$ cat config.mk
export PLATFORM = sky130hd
export DESIGN_NAME = load_store_unit
export DESIGN_NICKNAME = d
export VERILOG_FILES = /design/src/rtl/load_store_unit.sv
export SDC_FILE = /design/constraint.sdc
export NUM_CORES = 1
export LEC_CHECK = 0
export BUFFER_PORTS_ARGS = -buffer_cell sky130_fd_sc_hd__buf_2
export CORE_ASPECT_RATIO = 2
export CORE_UTILIZATION = 50
export CTS_BUF_LIST = sky130_fd_sc_hd__clkbuf_16
export CTS_CLUSTER_DIAMETER = 80
export DETAILED_ROUTE_END_ITERATION = 16
export GPL_ROUTABILITY_DRIVEN = 0
export MAX_ROUTING_LAYER = met4
export PLACE_DENSITY = 0.78
export RECOVER_POWER = 100
export SLEW_MARGIN = 5
export SYNTH_ARGS = -nofsm -noshare
export SYNTH_HDL_FRONTEND = slang
export SYNTH_SLANG_ARGS = --single-unit
$ cat constraint.sdc
create_clock -name clk -period 2.08 [get_ports clk]
set_input_delay 0.104 -clock clk [delete_from_list [all_inputs] [get_ports clk]]
set_output_delay 0.104 -clock clk [all_outputs]
set_load 0.005 [all_outputs]
$ cat src/rtl/load_store_unit.sv
// load_store_unit: data-memory access stage between execute and signext.
// Accepts one load/store at a time, runs it over a valid/ready memory port,
// and returns the right-aligned, size-masked load value together with the
// signext operation code and an error code.
//
// Ports:
//   clk, rst                      clock, synchronous active-high reset
//   req_valid / req_ready         request handshake (ready only in idle)
//   req_is_store, req_funct3      access kind (RV32I funct3 encoding)
//   req_addr, req_wdata           byte address, right-aligned store data
//   mem_valid / mem_ready         memory request handshake
//   mem_we, mem_addr              write enable, word-aligned address
//   mem_wdata, mem_wstrb          lane-shifted store data, byte strobes
//   mem_rvalid, mem_rdata         read data return
//   resp_valid                    one-cycle completion pulse
//   resp_data                     load value shifted down and masked to size
//   resp_sx_op                    code for signext
//   resp_err                      00 ok, 01 misaligned, 10 illegal funct3, 11 timeout
module load_store_unit #(
  parameter int unsigned DATA_WIDTH     = 32,
  parameter int unsigned ADDR_WIDTH     = 32,
  parameter int unsigned TIMEOUT_CYCLES = 255
) (
  input  logic                  clk,
  input  logic                  rst,
  input  logic                  req_valid,
  output logic                  req_ready,
  input  logic                  req_is_store,
  input  logic [2:0]            req_funct3,
  input  logic [ADDR_WIDTH-1:0] req_addr,
  input  logic [DATA_WIDTH-1:0] req_wdata,
  output logic                  mem_valid,
  input  logic                  mem_ready,
  output logic                  mem_we,
  output logic [ADDR_WIDTH-1:0] mem_addr,
  output logic [DATA_WIDTH-1:0] mem_wdata,
  output logic [3:0]            mem_wstrb,
  input  logic                  mem_rvalid,
  input  logic [DATA_WIDTH-1:0] mem_rdata,
  output logic                  resp_valid,
  output logic [DATA_WIDTH-1:0] resp_data,
  output logic [4:0]            resp_sx_op,
  output logic [1:0]            resp_err
);

  // signext operation codes shared with the ISA package
  localparam logic [4:0] SX_0700  = 5'h01;
  localparam logic [4:0] SX_1500  = 5'h02;
  localparam logic [4:0] SX_3100  = 5'h03;
  localparam logic [4:0] SXU_0700 = 5'h04;
  localparam logic [4:0] SXU_1500 = 5'h05;

  localparam logic [1:0] ErrOk       = 2'b00;
  localparam logic [1:0] ErrMisalign = 2'b01;
  localparam logic [1:0] ErrIllegal  = 2'b10;
  localparam logic [1:0] ErrTimeout  = 2'b11;

  localparam logic [1:0] StIdle = 2'd0;
  localparam logic [1:0] StReq  = 2'd1;
  localparam logic [1:0] StWait = 2'd2;
  localparam logic [1:0] StResp = 2'd3;

  localparam logic [7:0] TimeoutCnt = TIMEOUT_CYCLES[7:0];

  logic [1:0]            state_q, state_d;
  logic                  is_store_q, is_store_d;
  logic [2:0]            funct3_q, funct3_d;
  logic [ADDR_WIDTH-1:0] addr_q, addr_d;
  logic [DATA_WIDTH-1:0] wdata_q, wdata_d;
  logic [7:0]            cnt_q, cnt_d;
  logic [DATA_WIDTH-1:0] data_q, data_d;
  logic [1:0]            err_q, err_d;

  logic                  resp_valid_q, resp_valid_d;
  logic [DATA_WIDTH-1:0] resp_data_q, resp_data_d;
  logic [4:0]            resp_sx_op_q, resp_sx_op_d;
  logic [1:0]            resp_err_q, resp_err_d;

  logic                  req_illegal;
  logic                  req_misaligned;
  logic [4:0]            lane_shift;
  logic [DATA_WIDTH-1:0] load_data;
  logic [DATA_WIDTH-1:0] store_data;
  logic [3:0]            store_strb;
  logic [4:0]            sx_op;

  // Request decode on the incoming (not yet latched) request.
  always_comb begin
    if (req_is_store) begin
      req_illegal = (req_funct3 >= 3'b011);
    end else begin
      req_illegal = (req_funct3 == 3'b011) || (req_funct3 == 3'b110) || (req_funct3 == 3'b111);
    end
    unique case (req_funct3[1:0])
      2'b01:   req_misaligned = req_addr[0];
      2'b10:   req_misaligned = (req_addr[1:0] != 2'b00);
      default: req_misaligned = 1'b0;
    endcase
  end

  assign lane_shift = {addr_q[1:0], 3'b000};

  // Lane steering and size masking for the latched access.
  always_comb begin
    load_data  = mem_rdata >> lane_shift;
    store_data = req_wdata_zero();
    store_strb = 4'b0000;
    unique case (funct3_q[1:0])
      2'b00: begin
        load_data  = load_data & DATA_WIDTH'(32'h0000_00FF);
        store_data = DATA_WIDTH'({24'h0, wdata_q[7:0]}) << lane_shift;
        store_strb = 4'b0001 << addr_q[1:0];
      end
      2'b01: begin
        load_data  = load_data & DATA_WIDTH'(32'h0000_FFFF);
        store_data = DATA_WIDTH'({16'h0, wdata_q[15:0]}) << lane_shift;
        store_strb = 4'b0011 << addr_q[1:0];
      end
      default: begin
        store_data = wdata_q;
        store_strb = 4'b1111;
      end
    endcase
  end

  function automatic logic [DATA_WIDTH-1:0] req_wdata_zero();
    return '0;
  endfunction

  always_comb begin
    sx_op = SX_3100;
    if (!is_store_q && (err_q == ErrOk)) begin
      unique case (funct3_q)
        3'b000:  sx_op = SX_0700;
        3'b001:  sx_op = SX_1500;
        3'b100:  sx_op = SXU_0700;
        3'b101:  sx_op = SXU_1500;
        default: sx_op = SX_3100;
      endcase
    end
  end

  always_comb begin
    state_d      = state_q;
    is_store_d   = is_store_q;
    funct3_d     = funct3_q;
    addr_d       = addr_q;
    wdata_d      = wdata_q;
    cnt_d        = cnt_q;
    data_d       = data_q;
    err_d        = err_q;
    resp_valid_d = 1'b0;
    resp_data_d  = resp_data_q;
    resp_sx_op_d = resp_sx_op_q;
    resp_err_d   = resp_err_q;
    unique case (state_q)
      StIdle: begin
        if (req_valid) begin
          is_store_d = req_is_store;
          funct3_d   = req_funct3;
          addr_d     = req_addr;
          wdata_d    = req_wdata;
          cnt_d      = 8'd0;
          data_d     = '0;
          if (req_illegal) begin
            err_d   = ErrIllegal;
            state_d = StResp;
          end else if (req_misaligned) begin
            err_d   = ErrMisalign;
            state_d = StResp;
          end else begin
            err_d   = ErrOk;
            state_d = StReq;
          end
        end
      end
      StReq: begin
        if (mem_ready) begin
          state_d = is_store_q ? StResp : StWait;
        end
      end
      StWait: begin
        if (mem_rvalid) begin
          data_d  = load_data;
          state_d = StResp;
        end else if (cnt_q == TimeoutCnt) begin
          err_d   = ErrTimeout;
          data_d  = '0;
          state_d = StResp;
        end else begin
          cnt_d = cnt_q + 8'd1;
        end
      end
      StResp: begin
        // Response outputs are registered here so they hold until the next access completes.
        resp_valid_d = 1'b1;
        resp_data_d  = data_q;
        resp_sx_op_d = sx_op;
        resp_err_d   = err_q;
        state_d      = StIdle;
      end
      default: state_d = StIdle;
    endcase
  end

  always_ff @(posedge clk) begin
    if (rst) begin
      state_q      <= StIdle;
      is_store_q   <= 1'b0;
      funct3_q     <= 3'b000;
      addr_q       <= '0;
      wdata_q      <= '0;
      cnt_q        <= 8'd0;
      data_q       <= '0;
      err_q        <= ErrOk;
      resp_valid_q <= 1'b0;
      resp_data_q  <= '0;
      resp_sx_op_q <= 5'd0;
      resp_err_q   <= ErrOk;
    end else begin
      state_q      <= state_d;
      is_store_q   <= is_store_d;
      funct3_q     <= funct3_d;
      addr_q       <= addr_d;
      wdata_q      <= wdata_d;
      cnt_q        <= cnt_d;
      data_q       <= data_d;
      err_q        <= err_d;
      resp_valid_q <= resp_valid_d;
      resp_data_q  <= resp_data_d;
      resp_sx_op_q <= resp_sx_op_d;
      resp_err_q   <= resp_err_d;
    end
  end

  // Memory port is only driven while a request is outstanding.
  always_comb begin
    req_ready = (state_q == StIdle);
    mem_valid = (state_q == StReq);
    mem_we    = 1'b0;
    mem_addr  = '0;
    mem_wdata = '0;
    mem_wstrb = 4'b0000;
    if (state_q == StReq) begin
      mem_we   = is_store_q;
      mem_addr = {addr_q[ADDR_WIDTH-1:2], 2'b00};
      if (is_store_q) begin
        mem_wdata = store_data;
        mem_wstrb = store_strb;
      end
    end
  end

  assign resp_valid = resp_valid_q;
  assign resp_data  = resp_data_q;
  assign resp_sx_op = resp_sx_op_q;
  assign resp_err   = resp_err_q;

endmodule
==> impl_metrics.json <==
{
  "root_buffer": "clkbuf_16",
  "synth_area_mm2": 0.00702,
  "synth_top_area_share_pct": 42.8,
  "worstSetupStartpoint": "addr_q[0]",
  "final_core_util_pct": 70.6,
  "tightest_slew_ns": 0.705,
  "dp_slack_ns": 0.209,
  "r2r_setup_slack_ns": 0.14,
  "drt_pass1_iterations": 5,
  "status": "completed",
  "critPathCaptureType": "output pin",
  "cp_slowest_cell": "a211oi_1",
  "drv_cap": 0,
  "via_per_inst": 5.43,
  "syn_inst": 853,
  "p_sw_mw": 3.15,
  "muxShareOfSynthArea_pct": 10.2,
  "hold_path.class": "input pin to register",
  "intPower_mw": 6.40,
  "synth-xor-area-share_pct": 0.125,
  "grt-ovfl-total": 0,
  "final_cell_mix": "buf_2, nand2_1, dfxtp_1",
  "path_buf_inv": 2,
  "drive_gt1_share_pct": 21.8,
  "fin_crit_sh_pct": 94.5,
  "cp_top_family": "compound AO/OA/AOI/OAI gates",
  "synth-simple-area-share_pct": 26.4,
  "cts_buffer_depth": 2,
  "grt_pass1_vias": 6910,
  "p_clk_share_pct": 37.2,
  "p_comb_share_pct": 27.3,
  "setup_ws_ns": 0.115,
  "synthTopCellsByArea": "dfxtp_1, nand2_1, mux2i_1, a21oi_1, nor2_1",
  "design_area_mm2": 0.00959,
  "worstPathCellList": "buf_4 > nor2_1 > a211oi_1 > nor3_2 > buf_2",
  "core-area_mm2": 0.0136,
  "antenna_found_initial": 0,
  "setup_viol": 0,
  "synthToLayoutAreaGrowth_pct": 36.7,
  "rsz0062_at_grt": "false",
  "finalHoldViolCount": 0,
  "slew_violations": 0,
  "postRouteWirelength_um": 21400,
  "seq_area_frac_synth_pct": 42.8,
  "nNetsFinal": 1221,
  "r2r_start": "state_q[1]",
  "start_util_pct": 51.6,
  "synth_largest_area_cell": "dfxtp_1",
  "power_density_mw_per_mm2": 996,
  "tritoncts": "done",
  "dp_hpwl_um": 13600,
  "grt_max_degree": 147,
  "synth_compound_area_share_pct": 13.9,
  "path_class": "register to output pin",
  "min_from": "mem_rdata[26]",
  "drc": 0,
  "clock-sinks": 150,
  "tns_ns": 0,
  "critPathMaxFanout": 20,
  "cts_buffers": 17,
  "fmax_ghz": 0.509,
  "clk_pin_slew_ns": 0.06,
  "h-tree-depth": 4,
  "async_flop_share_pct": 0,
  "dpl-instance-area_mm2": 0.00819,
  "dieArea_mm2": 0.0145,
  "fp.dieH_um": 170,
  "finalCriticalPeriod_ns": 1.96,
  "total_power_mw": 9.55,
  "diodes": 0,
  "seq_power_share_pct": 35.4,
  "yosysWarnings": 0,
  "design.portCount": 216,
  "postRouteAntennaNets": 0,
  "slew_headroom_pct": 53.0,
  "avgSynthCellArea_um2": 8.23,
  "crit_required_ns": 1.98,
  "grt_pass1_wl_um": 33500,
  "num-fill-cells": 1071,
  "rows": 60,
  "synthFlopType": "dfxtp_1",
  "swShare_pct": 33.0,
  "cp-start-kind": "register",
  "num_vias": 7086,
  "synth_cell_type_count": 49,
  "clock_skew_ns": 0.00888,
  "route.detailed.wl_per_inst_um": 16.4,
  "worstSkewPairLatency_ns": 0.42,
  "synthAdderAreaFrac_pct": 1.60,
  "irDropWorstVdd_v": 0.000716,
  "drt-initial-drc-count": 322,
  "ys_ff_latch": 150,
  "die_w_um": 85.8,
  "port_buffers": 211,
  "crit_arrival_ns": 1.86,
  "synth_edf_count": 0,
  "synth_top_family_by_area": "simple AND/OR/NAND/NOR gates",
  "global_route.usage.total_pct": 30.1,
  "p_leak_nw": 3.81,
  "slowest_delay_ns": 0.47,
  "final_common_cell": "buf_2"
}
==> layout make-up <==
type | count | area, µm² | area share [%]
clock inverter | 15 | 250 | 2.61
clock buffer | 17 | 425 | 4.44
sequential | 150 | 3010 | 31.3
multi-input combinational | 626 | 3730 | 38.9
inverter | 9 | 33.8 | 0.352
timing repair buffer | 303 | 1910 | 19.9
tap | 186 | 233 | 2.43
==> per-stage QoR <==
| stage | instances | hold WS (ns) |
|---|---|---|
| after floorplan | 856 | 0.240 |
| after global placement | 1198 | 0.344 |
| after detailed placement | 1198 | 0.350 |
| after CTS | 1305 | 0.00531 |
| after global routing | 1306 | 0.0102 |
| final | 1306 | 0.0247 |
==> cell families after synthesis <==
logic type | count (synthesis)
buffers and inverters | 80
adders and majority gates | 9
AOI/OAI and AO/OA | 166
DFF | 150
other | 1
xor gates and xnor gates | 1
and+or+nand+nor | 386
muxes | 60
==> state kept, by name, summed over array words and instances, names as in the netlist, 3 cells and up <==
name        flops
resp_sx_op      3
cnt_q           8
addr_q         32
resp_data      32
data_q         32
funct3_q        3
wdata_q        32
==> Yosys cell counts (3+ instances only) <==
| cell type | n |
|---|---|
| o21ai_0 | 40 |
| ha_1 | 9 |
| a21oi_1 | 84 |
| nor2_1 | 72 |
| mux2_2 | 8 |
| mux2i_1 | 43 |
| inv_1 | 8 |
| nor3_1 | 26 |
| dfxtp_1 | 150 |
| nand2_1 | 153 |
| clkbuf_1 | 34 |
| nand2b_1 | 35 |
| nand4_1 | 33 |
| nand3_1 | 3 |
| buf_4 | 6 |
| o2bb2ai_1 | 8 |
| a221oi_1 | 9 |
| nor2b_1 | 5 |
| or3_1 | 4 |
| mux4_2 | 8 |
| buf_1 | 13 |
| buf_2 | 17 |
| and2_1 | 43 |
| a211oi_1 | 12 |
==> metal layers <==
| layer | share of wire (%) | track usage [%] | up-vias | wire length (µm) |
|---|---|---|---|---|
| met5 | 0 | - | - | 0 |
| met4 | 4.6 | 17.2 | 0 | 986 |
| met3 | 5.0 | 4.38 | 77 | 1070 |
| met2 | 53 | 53.8 | 309 | 11400 |
| met1 | 37 | 31.0 | 3266 | 7910 |
| li1 | - | - | 3434 | - |
==> worst reg2reg max path: cells and delay by family, from the launching register on <==
family,cells,cell delay (ns)
flip-flops,1,0.41
buffers and inverters,2,0.37
multiplexers,1,0.35
AO/OA/AOI/OAI,1,0.29
adder cells (fa/ha/maj),1,0.26
AND/OR/NAND/NOR,1,0.16
==> path summary, 6_finish.rpt <==
| check | to | cells after the start |
|---|---|---|
| setup reg to reg | data_q[30] | 6 |
| hold reg to reg | addr_q[14] | 2 |
| setup / recovery | mem_wdata[13] | 5 |
| hold / removal | data_q[26] | 3 |
==> power groups by stage <==
| stage | Combinational [mW] | Sequential, mW | Clock [mW] |
|---|---|---|---|
| CTS | 2.60 | 3.37 | 3.60 |
| detailed placement | 2.48 | 3.43 | 0 |
| floorplan | 1.81 | 3.35 | 0 |
| finish | 2.61 | 3.38 | 3.55 |
| global placement | 2.45 | 3.42 | 0 |
| global route | 2.85 | 3.42 | 3.70 |
==> timing repair <==
action,in CTS,in global routing
endpoints found under the setup margin,32,25
setup buffers,0,1
gates resized for setup,5,9
hold buffers,75,0
gates cloned,0,0
hold endpoints to repair,75,0
Power figures use the tool's default switching activity.
